`src/rtl/rv32i_pkg.sv`:
```
// Package: rv32i_pkg
// Shared RV32I decode definitions for the decode-stage issue logic:
//   - base opcode constants
//   - reg_idx_t: architectural register index
//   - reg_use_t: which register fields an instruction reads/writes
//   - decode_use(): opcode-driven register-use decode with x0 suppressed
package rv32i_pkg;

  localparam logic [6:0] OPC_LOAD   = 7'b0000011;
  localparam logic [6:0] OPC_STORE  = 7'b0100011;
  localparam logic [6:0] OPC_OP     = 7'b0110011;
  localparam logic [6:0] OPC_OPIMM  = 7'b0010011;
  localparam logic [6:0] OPC_BRANCH = 7'b1100011;
  localparam logic [6:0] OPC_JAL    = 7'b1101111;
  localparam logic [6:0] OPC_JALR   = 7'b1100111;
  localparam logic [6:0] OPC_LUI    = 7'b0110111;
  localparam logic [6:0] OPC_AUIPC  = 7'b0010111;

  typedef logic [4:0] reg_idx_t;

  typedef struct packed {
    logic     use_rs1;
    logic     use_rs2;
    logic     use_rd;
    reg_idx_t rs1;
    reg_idx_t rs2;
    reg_idx_t rd;
  } reg_use_t;

  // x0 is masked out here so downstream logic never hazards on or tracks it.
  function automatic reg_use_t decode_use(input logic [31:0] instr);
    reg_use_t u;
    u.rs1     = instr[19:15];
    u.rs2     = instr[24:20];
    u.rd      = instr[11:7];
    u.use_rs1 = 1'b0;
    u.use_rs2 = 1'b0;
    u.use_rd  = 1'b0;
    case (instr[6:0])
      OPC_LOAD, OPC_OPIMM, OPC_JALR: begin
        u.use_rs1 = 1'b1;
        u.use_rd  = 1'b1;
      end
      OPC_STORE, OPC_BRANCH: begin
        u.use_rs1 = 1'b1;
        u.use_rs2 = 1'b1;
      end
      OPC_OP: begin
        u.use_rs1 = 1'b1;
        u.use_rs2 = 1'b1;
        u.use_rd  = 1'b1;
      end
      OPC_JAL, OPC_LUI, OPC_AUIPC: begin
        u.use_rd = 1'b1;
      end
      default: ;
    endcase
    u.use_rs1 = u.use_rs1 && (u.rs1 != '0);
    u.use_rs2 = u.use_rs2 && (u.rs2 != '0);
    u.use_rd  = u.use_rd && (u.rd != '0);
    return u;
  endfunction

endpackage

```
`src/rtl/id_scoreboard.sv`:
```
// Module: id_scoreboard
// Per-register pending-write scoreboard plus a total in-flight write count.
// Ports:
//   clk, rst           clock, async active-high reset
//   set_en, set_rd     record a new in-flight write to set_rd (x0 ignored)
//   clr_en, clr_rd     retire one write to clr_rd (x0 / zero counter ignored)
//   rs1, rs2, rd       query indices
//   busy1, busy2       rs1 / rs2 have a pending write
//   rd_sat             rd counter is at its maximum
//   inflight           total outstanding writes
module id_scoreboard
  import rv32i_pkg::*;
#(
  parameter int unsigned CNT_W        = 2,
  parameter int unsigned MAX_INFLIGHT = 4,
  localparam int unsigned INF_W       = $clog2(MAX_INFLIGHT + 1)
) (
  input  logic             clk,
  input  logic             rst,
  input  logic             set_en,
  input  reg_idx_t         set_rd,
  input  logic             clr_en,
  input  reg_idx_t         clr_rd,
  input  reg_idx_t         rs1,
  input  reg_idx_t         rs2,
  input  reg_idx_t         rd,
  output logic             busy1,
  output logic             busy2,
  output logic             rd_sat,
  output logic [INF_W-1:0] inflight
);

  logic [CNT_W-1:0] cnt_q [32];
  logic [CNT_W-1:0] cnt_d [32];
  logic [INF_W-1:0] inflight_d;
  logic             set_eff;
  logic             clr_eff;

  always_comb begin
    set_eff    = set_en && (set_rd != '0);
    // A retire against an idle register is dropped so counters cannot underflow.
    clr_eff    = clr_en && (clr_rd != '0) && (cnt_q[clr_rd] != '0);
    cnt_d      = cnt_q;
    inflight_d = inflight;
    if (!(set_eff && clr_eff && (set_rd == clr_rd))) begin
      if (set_eff) cnt_d[set_rd] = cnt_q[set_rd] + CNT_W'(1);
      if (clr_eff) cnt_d[clr_rd] = cnt_q[clr_rd] - CNT_W'(1);
    end
    case ({set_eff, clr_eff})
      2'b10:   inflight_d = inflight + INF_W'(1);
      2'b01:   inflight_d = inflight - INF_W'(1);
      default: inflight_d = inflight;
    endcase
  end

  always_ff @(posedge clk or posedge rst) begin
    if (rst) begin
      for (int i = 0; i < 32; i++) cnt_q[i] <= '0;
      inflight <= '0;
    end else begin
      cnt_q    <= cnt_d;
      inflight <= inflight_d;
    end
  end

  assign busy1  = (cnt_q[rs1] != '0);
  assign busy2  = (cnt_q[rs2] != '0);
  assign rd_sat = (cnt_q[rd] == {CNT_W{1'b1}});

endmodule

```
`src/rtl/id_issue_ctrl.sv`:
```
// Module: id_issue_ctrl
// Decode-stage issue controller: one-entry ID slot fed by IF, issued to EX only when the
// scoreboard shows no RAW hazard and the in-flight write cap has room for its rd.
// Ports:
//   clk, rst                clock, async active-high reset
//   if_valid, if_instr      fetch handshake in;  if_ready out (combinational)
//   flush                   discard ID slot contents (and any same-cycle fetch)
//   id_valid, id_instr      issue handshake out; ex_ready in
//   wb_valid, wb_rd         writeback retiring a register write
//   hazard                  slot occupied but blocked
//   inflight                total outstanding writes
//   stall_cycles            hazard cycle counter (only when ID_PERF_EN is defined)
// Configuration: define ID_PERF_EN to add the stall_cycles performance counter.
module id_issue_ctrl
  import rv32i_pkg::*;
#(
  parameter int unsigned CNT_W        = 2,
  parameter int unsigned MAX_INFLIGHT = 4,
  localparam int unsigned INF_W       = $clog2(MAX_INFLIGHT + 1)
) (
  input  logic             clk,
  input  logic             rst,
  input  logic             if_valid,
  input  logic [31:0]      if_instr,
  output logic             if_ready,
  input  logic             flush,
  output logic             id_valid,
  output logic [31:0]      id_instr,
  input  logic             ex_ready,
  input  logic             wb_valid,
  input  logic [4:0]       wb_rd,
  output logic             hazard,
  output logic [INF_W-1:0] inflight
`ifdef ID_PERF_EN
  ,
  output logic [31:0]      stall_cycles
`endif
);

  typedef enum logic {StEmpty, StFull} slot_state_e;

  slot_state_e state_q;
  reg_use_t    use_id;
  logic        full;
  logic        busy1;
  logic        busy2;
  logic        rd_sat;
  logic        cap_hit;
  logic        issue;

  assign full   = (state_q == StFull);
  assign use_id = decode_use(id_instr);

  id_scoreboard #(
    .CNT_W        (CNT_W),
    .MAX_INFLIGHT (MAX_INFLIGHT)
  ) u_scoreboard (
    .clk      (clk),
    .rst      (rst),
    .set_en   (issue && use_id.use_rd),
    .set_rd   (use_id.rd),
    .clr_en   (wb_valid),
    .clr_rd   (wb_rd),
    .rs1      (use_id.rs1),
    .rs2      (use_id.rs2),
    .rd       (use_id.rd),
    .busy1    (busy1),
    .busy2    (busy2),
    .rd_sat   (rd_sat),
    .inflight (inflight)
  );

  // Cap only blocks instructions that would add another in-flight write.
  assign cap_hit  = (inflight == INF_W'(MAX_INFLIGHT));
  assign hazard   = full && ((use_id.use_rs1 && busy1) || (use_id.use_rs2 && busy2) ||
                             (use_id.use_rd && (rd_sat || cap_hit)));
  assign id_valid = full && !hazard && !flush;
  assign issue    = id_valid && ex_ready;
  assign if_ready = !full || issue || flush;

  always_ff @(posedge clk or posedge rst) begin
    if (rst) begin
      state_q  <= StEmpty;
      id_instr <= '0;
    end else if (flush) begin
      // A fetch arriving with flush is on the wrong path; drop it.
      state_q <= StEmpty;
    end else if (if_valid && if_ready) begin
      state_q  <= StFull;
      id_instr <= if_instr;
    end else if (issue) begin
      state_q <= StEmpty;
    end
  end

`ifdef ID_PERF_EN
  always_ff @(posedge clk or posedge rst) begin
    if (rst) begin
      stall_cycles <= '0;
    end else if (hazard) begin
      stall_cycles <= stall_cycles + 32'd1;
    end
  end
`endif

endmodule

```
`config.mk`:
```
export PLATFORM = sky130hd
export DESIGN_NAME = id_issue_ctrl
export DESIGN_NICKNAME = d
export VERILOG_FILES = /design/src/rtl/rv32i_pkg.sv /design/src/rtl/id_scoreboard.sv /design/src/rtl/id_issue_ctrl.sv
export SDC_FILE = /design/constraint.sdc
export NUM_CORES = 1
export LEC_CHECK = 0
export BUFFER_PORTS_ARGS = -buffer_cell sky130_fd_sc_hd__buf_4
export CAP_MARGIN = 20
export CORE_UTILIZATION = 60
export DETAILED_ROUTE_END_ITERATION = 8
export PLACE_DENSITY = 0.81
export SYNTH_ARGS = -nofsm -noshare
export SYNTH_HDL_FRONTEND = slang
export SYNTH_SLANG_ARGS = --single-unit
```
`constraint.sdc`:
```
create_clock -name clk -period 9.6 [get_ports clk]
set_input_delay 2.88 -clock clk [delete_from_list [all_inputs] [get_ports clk]]
set_output_delay 2.88 -clock clk [all_outputs]
set_load 0.02 [all_outputs]
```
Word-level counts from Yosys, hierarchy flattened
Index checks and enable logic that the tools add are counted.
{ "totals": {"elab_cells": 132, "output_inout_bits": 38, "ff_bits": 100, "inputBits": 43} }
{ "op_classes": {"n_reduce_logical": 40, "magnitude_cmp": 6, "addsub": 4, "eq_ne": 14, "bitwise_logic": 5, "mux": 28} }
{ "ops": {"columns": ["op", "count"], "rows": [
  ["64-bit 2-to-1 mux", 3],
  ["64-bit bitwise mux", 2],
  ["2-bit binary-select mux with 5-bit select", 4],
  ["6-bit >= comparator (second input constant)", 4],
  ["5-bit inverter with 6-bit output", 4],
  ["7-bit by 6-bit == test with 1-bit output (second input constant)", 3],
  ["7-bit == test (second input constant)", 3],
  ["2-bit demux with 5-bit select", 2],
  ["2-bit 2-to-1 mux", 10],
  ["5-bit nonzero test", 4],
  ["1-bit logical AND", 19],
  ["7-bit by 5-bit == test with 1-bit output (second input constant)", 2],
  ["6-bit by 1-bit < comparator with 1-bit output (second input constant)", 2],
  ["2-bit nonzero test", 4],
  ["7-bit by 2-bit == test with 1-bit output (second input constant)", 1],
  ["7-bit OR reduction", 1],
  ["1-bit 2-to-1 mux", 6],
  ["3-bit one-hot mux with 2 select lines", 1],
  ["6-bit OR reduction", 1],
  ["5-bit == test", 1],
  ["1-bit logical OR", 5],
  ["2-bit == test (second input constant)", 2],
  ["3-bit by 1-bit adder with 3-bit output (second input constant)", 1],
  ["3-bit == test (second input constant)", 1],
  ["9 further kinds", 11]
]} }

Depth between registers and ports, before layout
{ "logic_depth": {"ltp_word": 20, "depth_mapped": 22, "depth_no_buf": 18} }

Modules after synthesis
A second synthesis with hierarchy kept.
{ "unflattened": {"cells_unflattened": 813, "area_unflattened_um2": 7488.4} }
{ "modules_own_cells": {"columns": ["module", "seq_area_each_um2", "cells_per_inst", "instances", "area_per_inst_um2"], "rows": [
  ["id_scoreboard", 1676.6, 699, 1, 5954.5],
  ["id_issue_ctrl", 825.8, 114, 1, 1534.0]
]} }

Worst setup path after synthesis
Ideal clock, no wire load.
{ "synth_timing": {"path_type": "reg2out", "from": "register id_instr[7]", "to": "output id_valid", "n_path_buf": 4, "required_ns": 6.720, "arrival_ns": 3.743, "slack_ns": 2.977, "path_stages_with_launch": 14, "cell_sequence": "dfrtp_1 buf_4 buf_2 clkbuf_1 mux4_2 a221oi_1 a21oi_1 a211o_1 ha_1 a31oi_1 a2111o_1 o31ai_4 buf_2 nor3_1"} }
{ "synth_between": {"elab_chain_len": 12, "elab_cells_between_ends": 14, "classes_between": "1 x eq/ne; 3 x mux; 1 x bitwise; 9 x reduce/logical"} }
{ "synth_rtl": {"columns": ["item", "line_no", "source"], "rows": [
  ["start: declaration", "id_issue_ctrl.sv:28", "output logic [31:0] id_instr,"],
  ["start signal: assignment", "id_issue_ctrl.sv:90", "id_instr <= if_instr;"],
  ["5-bit inverter with 6-bit output (implied by the code)", "id_scoreboard.sv:68", "assign rd_sat = (cnt_q[rd] == {CNT_W{1'b1}});"],
  ["2-bit binary-select mux with 5-bit select", "id_scoreboard.sv:68", null],
  ["2-bit 2-to-1 mux (implied by the code) (2 in a row)", "id_scoreboard.sv:68", null],
  ["2-bit == test", "id_scoreboard.sv:68", null],
  ["1-bit logical OR", "id_issue_ctrl.sv:76", "(use_id.use_rd && (rd_sat || cap_hit)));"],
  ["1-bit logical AND (*)", "id_issue_ctrl.sv:76", null],
  ["1-bit logical OR (*)", "id_issue_ctrl.sv:75", "assign hazard = full && ((use_id.use_rs1 && busy1) || (use_id.use_rs2 && busy2) ||"],
  ["1-bit logical AND (*)", "id_issue_ctrl.sv:75", null],
  ["1-bit logical NOT (*)", "id_issue_ctrl.sv:77", "assign id_valid = full && !hazard && !flush;"],
  ["1-bit logical AND (*) (2 in a row)", "id_issue_ctrl.sv:77", null],
  ["end: declaration", "id_issue_ctrl.sv:27", "output logic id_valid,"]
]} }
Mark *: on every way between the ends. The rest lies on a longest branch, timed or not. The select of a mux whose other input is x is not followed.

Worst setup path after layout
{ "layout_timing": {"from": "input wb_rd[0]", "to": "register u_scoreboard.cnt_q[26] in the netlist's numbering"} }
{ "layout_between": {"elab_chain_len": 8, "elab_cells_between_ends": 19, "classes_between": "1 x add/sub; 2 x order compare; 1 x eq/ne; 7 x mux; 1 x bitwise; 7 x reduce/logical"} }
{ "layout_rtl": {"columns": ["item", "line_no", "source"], "rows": [
  ["start: declaration", "id_issue_ctrl.sv:31", "input logic [4:0] wb_rd,"],
  ["parallel branches: the longest is 8 deep, another holds 2-bit by 1-bit subtractor with 2-bit output", null, null],
  ["end signal: assignment", "id_scoreboard.sv:61", "cnt_q <= cnt_d;"],
  ["end: declaration", "id_scoreboard.sv:33", "logic [CNT_W-1:0] cnt_q [32];"]
]} }
Parallel ways; which one is timed is not known. The select of a mux whose other input is x is not followed.
A chain may end at the register's enable or synchronous reset.

==> flow_summary.yaml <==
yosys:
  synth_cell_types: 79
  ys_seq_area_frac: 0.322
  avgSynthCellArea_sq_um: 9.18
  synthesis.instances: 847
  synth_top_area_share: 0.322
  yosysTopAreaCell: "dfrtp_1"
  synth_warnings: 0
  syn_nets: 895
  synth_area_leaders: "dfrtp_1 32%, mux4_2 9.8%, nor2_1 5.4%, mux2_1 4.3%, nor3_1 4.2%"
  netlist_area_sq_um: 7780
  synth_edf_count: 0
  synth_top_flop_cell: "dfrtp_1"
  ys_ff_latch: 100
  async_reset_ff_frac: 1.00
layout:
  syn2layout_area_growth_pct: 12.1
  multi_input_area_sq_um: 4880
  regArea_sq_um: 2500
  layout-drive-gt1-share: 0.200
  final_cell_mix: "111 x nor2_1, 100 x dfrtp_1, 97 x buf_4"
  final_nets: 938
  nFillCells: 1056
  final_common_cell: "nor2_1"
  n_antenna_cell: 0
floorplanning:
  dieWidth_um: 116
  rows: 41
  ios: 81
  fp.dieArea_sq_um: 13400
  core_sq_um: 12600
  dieHeight_um: 116
  initial_core_util: 0.616
setup_path:
  r2r_cells: 18
  worstPathArrival_ps: 7670
  reg2reg_to: "u_scoreboard.cnt_q[26]"
  critPathKind: "primary input to register"
  endpoint_kind: "register"
  r2r-start: "id_instr[11]"
  worstSetupStartpoint: "wb_rd[0]"
  r2r_setup_slack_ps: 2740
  cp_max_fo: 67
  crit_path_start_kind: "primary input"
  required_ps: 9850
global_routing:
  grt_max_degree: 68
  first_global_vias: 7800
  antenna_found_initial: 0
  globalRoute.totalOverflow: 0
  grt_use_total: 0.473
  grt_pass1_wl_um: 46100
clock_tree:
  clkSlewWorstSetupHoldPaths_ps: 70
  clock-sinks: 100
  clk_latency_ps: 360
  post_cts_resized: 0
  clockBufferDepth: 2
  htreeDepth: 3
  root_buffer: "clkbuf_16"
  cts_setup_buffers: 0
  numCtsBuffers: 9
  ctsHoldBuffers: 0
  tritoncts: "done"
hold_path:
  holdPathEnd: "id_instr[14]"
  worstHoldPathCells: 1
  hold_path.class: "register to register"
  hp-start: "id_instr[14]"
sta:
  setup_tns_ps: 0
  layout_worst_path_cycle_share: 0.773
  slew_violations: 0
  max_freq_mhz: 135
  tightest_slew_ps: 1070
  clock_skew_ps: 4.24
  rsz0062_at_grt: "false"
  hold_viol: 0
  fin_crit_ps: 7420
  setup_viol: 0
  max_slew_margin: 0.281
  layout_setup_ws_ps: 2180
route:
  route.detailed.drc: 0
  vias: 8367
  wl_per_cell_um: 28.9
  dr.pass1.iters: 9
  wl_um: 30900
  dr.first_iter.drc_count: 1651
  vias_per_cell: 7.84
  drtAntennaViolNets: 0
run:
  maxCapViolCount: 0
place:
  place_hpwl_um: 21600
  place.gp.congestion: 1.05
  post-place-ws_ps: 2170
  io_buffers: 80
status:
  status: "completed"
power_and_ir_drop:
  p_leak_nw: 3.28
  ir_drop_v: 0.000150
  p_per_area_nw_per_um2: 246
==> stage by stage <==
stage	power (mW)	hold WS, ps	std cells	instance area, sq um	utilization
2_1_floorplan	1.34	485	847	7780	-
4_1_cts	2.08	499	1065	8670	0.687
3_3_place_gp	1.68	475	1047	8370	0.663
3_5_place_dp	1.71	483	1049	8390	0.664
5_1_grt	2.20	512	1067	8720	0.691
6_report	2.14	495	1067	8720	0.691
==> flip-flops by register name (all words and copies together), names as in the netlist <==
| signal | cells |
|---|---|
| full | 1 |
| u_scoreboard.inflight | 3 |
| u_scoreboard.cnt_q | 64 |
| id_instr | 32 |
==> worst max-delay path by stage <==
stage,to,slack [ps],cells after the start
after floorplan,id_valid,2980,13
after global placement,u_scoreboard.cnt_q[24],2280,14
after detailed placement,u_scoreboard.cnt_q[24],2170,14
after CTS,if_ready,2470,13
after global routing,u_scoreboard.cnt_q[26],2120,14
final,u_scoreboard.cnt_q[26],2180,14
==> critical path: stages <==
cell and delay [ps]:
buf_4 340, mux4_2 560, o22ai_1 280, or4_1 540, ha_1 270, nand2b_1 130, a21oi_1 70, ha_1 260
nand3_2 250, buf_4 650, nand2_1 150, nor2_1 850, nand4_1 210, nor3b_1 210
==> per-layer routing <==
layer / GRT usage / wire [um] / vias up
met1: 0.607 / 10900 / 3891
met4: 0.231 / 1970 / 0
met2: 0.688 / 13100 / 869
li1: - / - / 3401
met3: 0.197 / 4930 / 206
met5: 0 / 0 / -
==> Yosys cell counts (8+ instances only) <==
cell / number
nor2_1: 111
dfrtp_1: 100
nor3_1: 65
nand2_1: 64
mux4_2: 34
o22ai_1: 33
a211oi_1: 32
mux2_1: 30
a311oi_1: 28
buf_2: 27
clkbuf_1: 27
nor4_1: 21
a221oi_1: 18
inv_1: 16
nor3b_1: 15
a21oi_1: 14
and3_1: 14
nand2b_1: 13
o21ai_0: 13
a31oi_1: 11
nand3_1: 10
nor4b_1: 8
==> layout make-up <==
cell class	instances	area share
repair buffers	99	0.0890
inverters	16	0.00718
clock inverters	7	0.00689
multi-input cells	664	0.559
flip-flops and latches	100	0.287
well taps	172	0.0247
clock buffers	9	0.0258
==> report_power, final <==
part	total, mW	internal, mW	leakage (nW)	switching (mW)
Clock	0.363	0.180	0.135	0.183
Sequential	0.815	0.549	1.24	0.266
Combinational	0.966	0.410	1.91	0.555
Total	2.14	1.14	3.28	1.00
==> cells by family after synthesis <==
logic type | share of synthesized area
simple gates | 0.254
compound gates | 0.200
flops | 0.322
buf+inv | 0.0516
mux | 0.154
xor+xnor | 0.00901
fa+ha+maj | 0.00901
Note: power is estimated with default switching activity, not from simulation.
